`src/rtl/rate_pkg.sv`:
```
// rate_pkg: speed encodings and period lookup shared by the rate divider.
package rate_pkg;

    localparam logic [1:0] SPD_FULL    = 2'b00;
    localparam logic [1:0] SPD_1HZ     = 2'b01;
    localparam logic [1:0] SPD_HALF    = 2'b10;
    localparam logic [1:0] SPD_QUARTER = 2'b11;

    // Period minus one; the caller truncates to its counter width.
    function automatic logic [63:0] period_m1(input logic [1:0] spd, input longint unsigned clk_hz);
        return spd == SPD_1HZ     ? clk_hz - 64'd1 :
               spd == SPD_HALF    ? 64'd2 * clk_hz - 64'd1 :
               spd == SPD_QUARTER ? 64'd4 * clk_hz - 64'd1 : 64'd0;
    endfunction

endpackage

```
`src/rtl/sync2.sv`:
```
// sync2: two-flop synchroniser for asynchronous switch inputs.
module sync2 #(
    parameter int W = 1
) (
    input  logic         clk,
    input  logic         resetn,
    input  logic [W-1:0] d,
    output logic [W-1:0] q
);

    logic [W-1:0] meta_q;

    always_ff @(posedge clk or negedge resetn) begin
        if (!resetn) begin
            meta_q <= '0;
            q      <= '0;
        end else begin
            meta_q <= d;
            q      <= meta_q;
        end
    end

endmodule

```
`src/rtl/rate_tick_gen.sv`:
```
// rate_tick_gen: programmable divider producing a one-cycle tick at full rate, 1, 0.5 or 0.25 Hz.
module rate_tick_gen
    import rate_pkg::*;
#(
    parameter longint unsigned CLK_HZ = 50_000_000,
    parameter int              CNT_W  = 28
) (
    input  logic       CLOCK_50,
    input  logic       resetn,
    input  logic [1:0] speed,
    input  logic       run,
    input  logic       clear,
    output logic       tick,
    output logic [1:0] speed_q
);

    logic [1:0]       speed_s, speed_d;
    logic             run_s, tick_q, tick_d;
    logic [CNT_W-1:0] cnt_q, cnt_d, reload_cur, reload_new;

    sync2 #(.W(3)) u_sync (
        .clk    (CLOCK_50),
        .resetn (resetn),
        .d      ({speed, run}),
        .q      ({speed_s, run_s})
    );

    assign reload_cur = CNT_W'(period_m1(speed_q, CLK_HZ));
    assign reload_new = CNT_W'(period_m1(speed_s, CLK_HZ));
    assign tick       = tick_q;

    // A clear or speed change swallows any tick due on the same edge.
    always_comb begin
        cnt_d   = cnt_q;
        speed_d = speed_q;
        tick_d  = 1'b0;
        if (clear) begin
            cnt_d = reload_cur;
        end else if (speed_s != speed_q) begin
            speed_d = speed_s;
            cnt_d   = reload_new;
        end else if (run_s) begin
            tick_d = cnt_q == '0;
            cnt_d  = cnt_q == '0 ? reload_cur : cnt_q - CNT_W'(1);
        end
    end

    always_ff @(posedge CLOCK_50 or negedge resetn) begin
        if (!resetn) begin
            cnt_q   <= '0;
            speed_q <= SPD_FULL;
            tick_q  <= 1'b0;
        end else begin
            cnt_q   <= cnt_d;
            speed_q <= speed_d;
            tick_q  <= tick_d;
        end
    end

endmodule

```
`config.mk`:
```
export PLATFORM = sky130hd
export DESIGN_NAME = rate_tick_gen
export DESIGN_NICKNAME = d
export VERILOG_FILES = /design/src/rtl/rate_pkg.sv /design/src/rtl/sync2.sv /design/src/rtl/rate_tick_gen.sv
export SDC_FILE = /design/constraint.sdc
export NUM_CORES = 1
export LEC_CHECK = 0
export BUFFER_PORTS_ARGS = -buffer_cell sky130_fd_sc_hd__buf_2
export CORE_MARGIN = 5
export CORE_UTILIZATION = 30
export DETAILED_ROUTE_END_ITERATION = 10
export PLACE_DENSITY = 0.51
export SKIP_LAST_GASP = 1
export SLEW_MARGIN = 15
export SYNTH_ARGS = -nofsm -noshare
export SYNTH_HDL_FRONTEND = slang
export SYNTH_SLANG_ARGS = --single-unit
```
`constraint.sdc`:
```
create_clock -name CLOCK_50 -period 7.1 [get_ports CLOCK_50]
set_input_delay 1.065 -clock CLOCK_50 [delete_from_list [all_inputs] [get_ports CLOCK_50]]
set_output_delay 1.065 -clock CLOCK_50 [all_outputs]
set_load 0.1 [all_outputs]
```
==> flow_summary.toml, run 1 <==
[outcome]
outcome = "complete, no violations"

[critical_path]
path_buf_inv = 0
end_kind = "register"
cp-start-kind = "register"
cpLargestDelayFamily = "simple AND/OR/NAND/NOR gates"
path_cells = "nor4_2 > nand4_2 > nor2_1 > a221oi_1 > o221a_1"
slowest_stage = "nor2_1"
arrival_ns = 3.10
critical_path_required_ns = 7.28
critPathMaxStageDelay_ns = 0.86
crit_type = "register to register"
cp_max_fo = 12

[cells_and_area]
drive_gt1_frac = 0.132
syn_to_final_growth_pct = 7.68
n_antenna_cell = 0
finalNetCount = 297
final_area_mm2 = 0.00279

[synthesis]
syn_area_mm2 = 0.00259
synthTopCellsByArea = "dfrtp_1 36%, ha_1 5.8%, nor2_1 4.5%, a21oi_1 4.1%, nor4_4 2.5%"
synth_flop_cell = "dfrtp_1"
yosysTopAreaCellShare = 0.357
synthDistinctLibCells = 53
synth-async-reset-ratio = 1.00
synth_cells = 274
synthTopCellsByCount = "37 x dfrtp_1, 31 x nor2_1, 21 x a21oi_1"
seq_area_frac_synth = 0.357
syn_nets = 292
synth.yosys.warnings = 0
yosysMostFrequentCell = "dfrtp_1"
synth_top_area_cell = "dfrtp_1"
synth-seq-cells = 37
synth_edf_count = 0
synth_area_per_cell_um2 = 9.46

[timing]
setup_viol = 0
final.setup.tns_ns = 0
maxSlewViolCount = 0
finalHoldViolations = 0
max_freq_mhz = 343
grt_setup_unrepaired = "false"
hold_slack_ns = 0.351
min_period_ns = 2.92
slew_headroom = 0.330
skew_ns = 0.0119
tightest_slew_ns = 1.00
finalCritPeriodShare = 0.411

[clock_network]
cts_resized = 0
clk_pin_slew_ns = 0.08
post_cts_buffers = 0
clock-root-buffer = "clkbuf_8"
cts_hold_buf = 0
cts.sinks = 37
clockBufferDepth = 2
cts-buffers-inserted = 5
clkLatencyLatePin_ns = 0.29
h-tree-depth = 2
cts_tree = "built"

[run]
max_cap_violations = 0

[floorplan]
initial_utilization = 0.303
die_w_um = 103
core_area_mm2 = 0.00855
rows = 34
fp.dieH_um = 103
io_pins = 9
die_area_mm2 = 0.0106

[routing]
vias = 2250
drc_errors = 0
dr.pass1.iters = 4
ant_nets = 0
drtIter0Drc = 145
wire_per_inst_um = 18.8
postRouteWirelength_mm = 7.28
viasPerCell = 5.80

[power_and_ir_drop]
ir_drop_mv = 0.108
p_per_area_mw_per_mm2 = 226
power.leakage_uw = 0.00113

[placement]
dpl_cell_area_mm2 = 0.00271
portBuffers = 8
place.gp.congestion = 0.827
hpwl_mm = 5.16

[global_routing]
antenna_found_initial = 0
grt_pass1_vias = 2199
grt_max_degree = 38
grt_overflow = 0
groute.usage.overall = 0.144
grt_pass1_wl_mm = 11.9

[worst_hold_path]
worstHoldPathType = "register to register"
[routing by layer]
layer	track usage	part of all wire	up-vias
li1	-	-	1088
met3	0.0237	0.028	4
met5	0	0	-
met4	0.0299	0.0099	0
met1	0.202	0.50	1127
met2	0.234	0.46	31
[power by group]
part | total, uW | internal [uW] | switching (uW)
sequential | 295 | 241 | 54.1
clock | 148 | 70.0 | 78.3
combinational | 187 | 70.8 | 117
total | 631 | 381 | 249
[worst reg2reg max path, stage by stage (launching register included)]
cell and delay [ns]:
dfrtp_1 0.48, nor4_2 0.60, nand4_2 0.36, nor2_1 0.86
a221oi_1 0.24, o221a_1 0.27
[layout by cell type (no fill, tap or decap), types with 7 or more instances in the layout]
cell	instances
nand2_1	11
inv_1	12
o21ai_0	9
o22a_1	7
nor2_1	31
ha_1	12
dfrtp_1	37
nor4_1	9
buf_2	8
nor3_1	9
a21oi_1	21
a21o_1	8
[sequential cells by signal (all words and copies together), names as in the netlist]
name and flops:
u_sync.q 3, speed_q 2, tick 1, u_sync.meta_q 3, cnt_q 28
[area by class of cell]
cell class              count  area (um2)
inverters                  12        45.0
fillers                   885        5760
flip-flops and latches     37         926
repair buffers              8        40.0
multi-input cells         215        1560
well taps                 108         135
clock buffers               8        80.1
[through the flow]
stage / total power [uW] / utilization / setup slack, ns / std cells
4_1_cts: 633 / 0.326 / 4.23 / 388
3_3_place_gp: 483 / 0.317 / 3.90 / 380
3_5_place_dp: 484 / 0.317 / 3.91 / 380
5_1_grt: 665 / 0.326 / 4.01 / 388
6_report: 631 / 0.326 / 4.18 / 388
2_1_floorplan: 430 / - / 4.51 / 274
[cell families (layout without fill, tap and decap cells)]
family / after synthesis / in the layout / synth area share
buffers and inverters: 22 / 28 / 0.0391
DFF: 37 / 37 / 0.357
xor gates and xnor gates: 4 / 4 / 0.0135
AOI/OAI and AO/OA: 102 / 102 / 0.299
adders and majority gates: 12 / 12 / 0.0579
and+or+nand+nor: 97 / 97 / 0.233
[final timing paths]
path / end / depth (start not counted) / slack [ns] / from
setup / recovery: cnt_q[25] / 5 / 4.18 / cnt_q[19]
hold / removal: u_sync.q[0] / 0 / 0.35 / u_sync.meta_q[0]
setup reg to reg: cnt_q[25] / 5 / 4.18 / cnt_q[19]
hold reg to reg: u_sync.q[0] / 0 / 0.35 / u_sync.meta_q[0]
max in group asynchronous: cnt_q[7] / 1 / 5.64 / resetn
min in group asynchronous: speed_q[0] / 1 / 0.90 / resetn
Power figures use the tool's default switching activity.
==> run 2: changes to the inputs <==
Settings changed: ABC_AREA from default to 1, PLACE_DENSITY 0.51 to 0.53.
Clock period 7.1 ns to 2.5 ns, I/O delays scaled along.
==> flow_summary.toml, run 2 <==
[synthesis]
seq_area_frac_synth = 0.333
syn_area_mm2 = 0.00278
yosysTopAreaCellShare = 0.333
synthDistinctLibCells = 32
synth-async-reset-ratio = 1.00
synthTopCellsByCount = "120 x nand2_1, 71 x nor2_1, 38 x inv_1"
synth.yosys.warnings = 0
synth_cells = 408
synth-seq-cells = 37
yosysMostFrequentCell = "nand2_1"
synth_area_per_cell_um2 = 6.82
synth_top_area_cell = "dfrtp_1"
syn_nets = 426
synth_flop_cell = "dfrtp_1"
synth_edf_count = 0
synthTopCellsByArea = "dfrtp_1 33%, nand2_1 16%, nor2_1 9.6%, ha_1 5.4%, inv_1 5.1%"

[cells_and_area]
top_register = "cnt_q"
top_regs = "cnt_q (28), u_sync.meta_q (3), u_sync.q (3)"
final_cells = 527
largest_reg_flops = 28
syn_to_final_growth_pct = 8.95
final_common_cell = "nand2_1"
multiInputGateArea_mm2 = 0.00164
drive_gt1_frac = 0.113
finalNetCount = 433
n_antenna_cell = 0
fillerInstances = 982
final_area_mm2 = 0.00303
seqCellArea_um2 = 926
final_cell_mix = "120 x nand2_1, 71 x nor2_1, 38 x inv_1, 37 x dfrtp_1"

[clock_network]
cts.sinks = 37
clock-root-buffer = "clkbuf_8"
clockBufferDepth = 2
clkLatencyLatePin_ns = 0.30
post_cts_buffers = 0
cts_resized = 0
cts_hold_buf = 0
cts_tree = "built"
h-tree-depth = 2
cts-buffers-inserted = 5
clk_pin_slew_ns = 0.08

[placement]
place.gp.congestion = 0.841
dpl_cell_area_mm2 = 0.00292
portBuffers = 8
hpwl_mm = 5.38
place_inst = 519

[floorplan]
initial_utilization = 0.304
die_w_um = 106
rows = 35
die_area_mm2 = 0.0113
io_pins = 9
fp.dieH_um = 106
core_area_mm2 = 0.00915

[critical_path]
cp_max_fo = 13
timing.critical_path.mode_cell = "inv_1"
crit_type = "register to register"
path_cells = "inv_1 > ha_1 > inv_1 > nor3_1 > nand3_1 > nor2_4 > nand2_2 > o21ai_0 > nand2_1 > a22oi_1"
critPathMaxStageDelay_ns = 0.38
end_kind = "register"
cp-start-kind = "register"
slowest_stage = "dfrtp_1"
critical_path_required_ns = 2.71
arrival_ns = 2.30

[timing]
min_period_ns = 2.09
grt_setup_unrepaired = "false"
max_freq_mhz = 479
final.setup.tns_ns = 0
finalHoldViolations = 0
finalCritPeriodShare = 0.835
hold_slack_ns = 0.176
maxSlewViolCount = 0
skew_ns = 0.00869
setup_viol = 0
slew_headroom = 0.432
tightest_slew_ns = 0.852

[worst_hold_path]
worstHoldPathType = "input pin to async pin"

[routing]
postRouteWirelength_mm = 7.07
vias = 2513
dr.pass1.iters = 5
wire_per_inst_um = 13.4
drc_errors = 0
viasPerCell = 4.77
ant_nets = 0
drtIter0Drc = 116

[outcome]
outcome = "complete, no violations"

[global_routing]
grt_busiest_layer = "met2"
antenna_found_initial = 0
grt_overflow = 0
use_met2 = 0.229
gr-usage-met3 = 0.0213
grt_max_degree = 38
grt_pass1_wl_mm = 12.2
grt_use_met1 = 0.178
grt_pass1_vias = 2519
groute.usage.overall = 0.133

[power_and_ir_drop]
power.leakage_uw = 0.00145
ir_drop_mv = 0.221
total_power_uw = 1870
p_per_area_mw_per_mm2 = 617

[run]
max_cap_violations = 0
-- run 2: changes by cell type in the layout (fill, tap and decap cells not counted), sizes merged, moves of 7 or more --
| cell | before | now |
|---|---|---|
| a21o | 8 | 0 |
| nor2 | 31 | 82 |
| nand3 | 3 | 21 |
| nand2 | 11 | 126 |
| nor4 | 16 | 0 |
| inv | 12 | 40 |
| o22a | 7 | 0 |
| a2111oi | 8 | 0 |
-- run 2: final timing paths --
| check | from | end | slack [ns] | depth (start not counted) |
|---|---|---|---|---|
| max | cnt_q[0] | cnt_q[0] | 0.41 | 10 |
| min | resetn | cnt_q[19] | 0.18 | 1 |
| max reg2reg | cnt_q[0] | cnt_q[0] | 0.41 | 10 |
| min reg2reg | u_sync.meta_q[0] | u_sync.q[0] | 0.36 | 0 |
| max in group asynchronous | resetn | cnt_q[13] | 1.79 | 1 |
| min in group CLOCK_50 | speed[0] | u_sync.meta_q[1] | 0.18 | 1 |
-- run 2: metrics by stage --
step,utilization,setup slack (ns)
3_5_place_dp,0.319,0.423
3_3_place_gp,0.319,0.447
5_1_grt,0.331,0.225
2_1_floorplan,-,0.329
4_1_cts,0.331,0.399
6_report,0.331,0.414
-- run 2: final cells by class --
| class | count | area share |
|---|---|---|
| flip-flops and latches | 37 | 0.305 |
| well taps | 111 | 0.0458 |
| repair buffers | 11 | 0.0206 |
| multi-input cells | 320 | 0.542 |
| inverters | 40 | 0.0495 |
| clock inverters | 2 | 0.0128 |
| clock buffers | 6 | 0.0239 |
-- run 2: worst max-delay path, delay by kind of cell, from the launching register on --
family                     cells  cell delay (ns)
buffers and inverters          2             0.20
DFF                            1             0.38
and+or+nand+nor                5             0.97
AOI/OAI and AO/OA              2             0.28
adders and majority gates      1             0.17
-- run 2: kinds of logic after synthesis --
| logic type | count (synthesis) | synth area share |
|---|---|---|
| and+or+nand+nor | 243 | 0.377 |
| DFF | 37 | 0.333 |
| AOI/OAI and AO/OA | 51 | 0.116 |
| xor gates and xnor gates | 14 | 0.0441 |
| adders and majority gates | 12 | 0.0540 |
| buffers and inverters | 51 | 0.0769 |
-- run 2: report_power, final --
part | switching (uW) | internal [uW] | total, uW
Sequential | 117 | 679 | 796
Combinational | 348 | 194 | 542
Clock | 234 | 300 | 534
-- run 2: layer usage --
metal | vias up | part of all wire
met2 | 34 | 0.47
met4 | 0 | 0.0062
met5 | - | 0
li1 | 1300 | -
met3 | 7 | 0.033
met1 | 1172 | 0.49
==> run 3: changes to the inputs <==
Settings changed: ABC_AREA 1 to 0, PLACE_DENSITY 0.53 to 0.51.
Clock period 2.5 ns to 2.1 ns, I/O delays scaled along.
==> flow_summary.toml, run 3 (synthesis gave the netlist of run 1 again) <==
[clock_network]
cts-buffers-inserted = 5
clockBufferDepth = 2
clk_pin_slew_ns = 0.08
cts.sinks = 37
h-tree-depth = 2
cts_tree = "built"
clock-root-buffer = "clkbuf_8"
clkLatencyLatePin_ns = 0.30

[timing]
grt_setup_unrepaired = "true"
finalHoldViolations = 0
finalCritPeriodShare = 1.03
hold_slack_ns = 0.0758
fin_ws_ns = -0.0717
setup_viol = 4
skew_ns = 0.0118
min_period_ns = 2.17
tightest_slew_ns = 0.742
maxSlewViolCount = 0
slew_headroom = 0.506
max_freq_mhz = 460

[outcome]
violations = "negative setup slack"
outcome = "complete, but fails checks"

[worst_hold_path]
worstHoldPathType = "input pin to async pin"

[cells_and_area]
top_register = "cnt_q"
largest_reg_flops = 28
final_common_cell = "buf_4"
n_antenna_cell = 0
seqCellArea_um2 = 937
fillerInstances = 851
multiInputGateArea_mm2 = 0.00179
syn_to_final_growth_pct = 40.0
drive_gt1_frac = 0.402
final_cell_mix = "76 x buf_4, 32 x dfrtp_1, 30 x nor2_1, 20 x a21oi_1"
final_area_mm2 = 0.00363
fin_util = 0.424
top_regs = "cnt_q (28), u_sync.meta_q (3), u_sync.q (3)"
finalNetCount = 375

[power_and_ir_drop]
power.leakage_uw = 0.00156
p_per_area_mw_per_mm2 = 708
ir_drop_mv = 0.373

[floorplan]
core_area_mm2 = 0.00855
die_w_um = 103
io_pins = 9
initial_utilization = 0.303
die_area_mm2 = 0.0106
rows = 34
fp.dieH_um = 103

[routing]
drc_errors = 0
viasPerCell = 5.52
ant_nets = 0
dr.pass1.iters = 4
wire_per_inst_um = 17.5
vias = 2571
postRouteWirelength_mm = 8.16
drtIter0Drc = 131

[placement]
dpl_cell_area_mm2 = 0.00331
place_ws_ns = -0.105
hpwl_mm = 6.15
place.gp.congestion = 0.856
portBuffers = 8

[run]
max_cap_violations = 0

[critical_path]
end_kind = "register"
critical_path_required_ns = 2.28
path_cells = "or4_4 > or4_4 > nor4_4 > a21oi_1 > o22a_1"
arrival_ns = 2.35
crit_type = "register to register"
timing.critical_path.mode_cell = "or4_4"
cp_max_fo = 8
critPathMaxStageDelay_ns = 0.61
path_buf_inv = 0
slowest_stage = "or4_4"
cpLargestDelayFamily = "simple AND/OR/NAND/NOR gates"
cp-start-kind = "register"
r2r_slack_ns = -0.07

[global_routing]
grt_pass1_vias = 2568
antenna_found_initial = 0
grt_pass1_wl_mm = 13.2
grt_max_degree = 31
grt_overflow = 0
groute.usage.overall = 0.162
==> run 3: cell count changes in the layout (fill, tap and decap cells not counted), sizes merged, moves of 7 or more <==
cell / before / now
inv: 40 / 12
nor2: 82 / 31
a21o: 0 / 8
buf: 11 / 86
nand2: 126 / 11
nand3: 21 / 3
o22a: 0 / 7
a2111oi: 0 / 8
nor4: 0 / 16
==> run 3: stage by stage <==
stage	cells	power (uW)	TNS [ns]
floorplan	274	1470	-0.689
CTS	465	2500	-0.156
detailed placement	451	1950	-0.646
finish	466	2570	-0.116
global route	466	2730	-0.723
global placement	451	1930	-0.488
==> run 3: repair_timing <==
item	CTS	global route
gates resized for setup	4	29
gates cloned	0	0
setup buffers	6	1
pin swaps	2	4
setup endpoints to repair	15	25
hold buffers	0	0
==> run 3: final cells by class <==
cell class / instances / area share
Sequential cell: 37 / 0.258
Inverter: 12 / 0.0124
Tap cell: 108 / 0.0372
Clock buffer: 6 / 0.0200
Multi-Input combinational cell: 215 / 0.492
Clock inverter: 2 / 0.00276
Timing Repair Buffer: 86 / 0.177
==> run 3: final timing paths <==
check / startpoint / endpoint / depth (start not counted)
setup reg to reg: cnt_q[6] / cnt_q[24] / 5
min in group CLOCK_50: run / u_sync.meta_q[0] / 1
hold / removal: resetn / u_sync.meta_q[0] / 1
setup / recovery: cnt_q[6] / cnt_q[24] / 5
max in group asynchronous: resetn / cnt_q[21] / 2
hold reg to reg: u_sync.meta_q[0] / u_sync.q[0] / 0
==> run 3: power breakdown <==
group | switching [uW] | internal (uW)
sequential | 118 | 819
clock | 266 | 230
combinational | 601 | 535
==> run 3: layer usage <==
metal,track usage,wire length [um]
met1,0.217,3850
met3,0.0230,230
met4,0.0548,189
met2,0.266,3880
met5,0,0
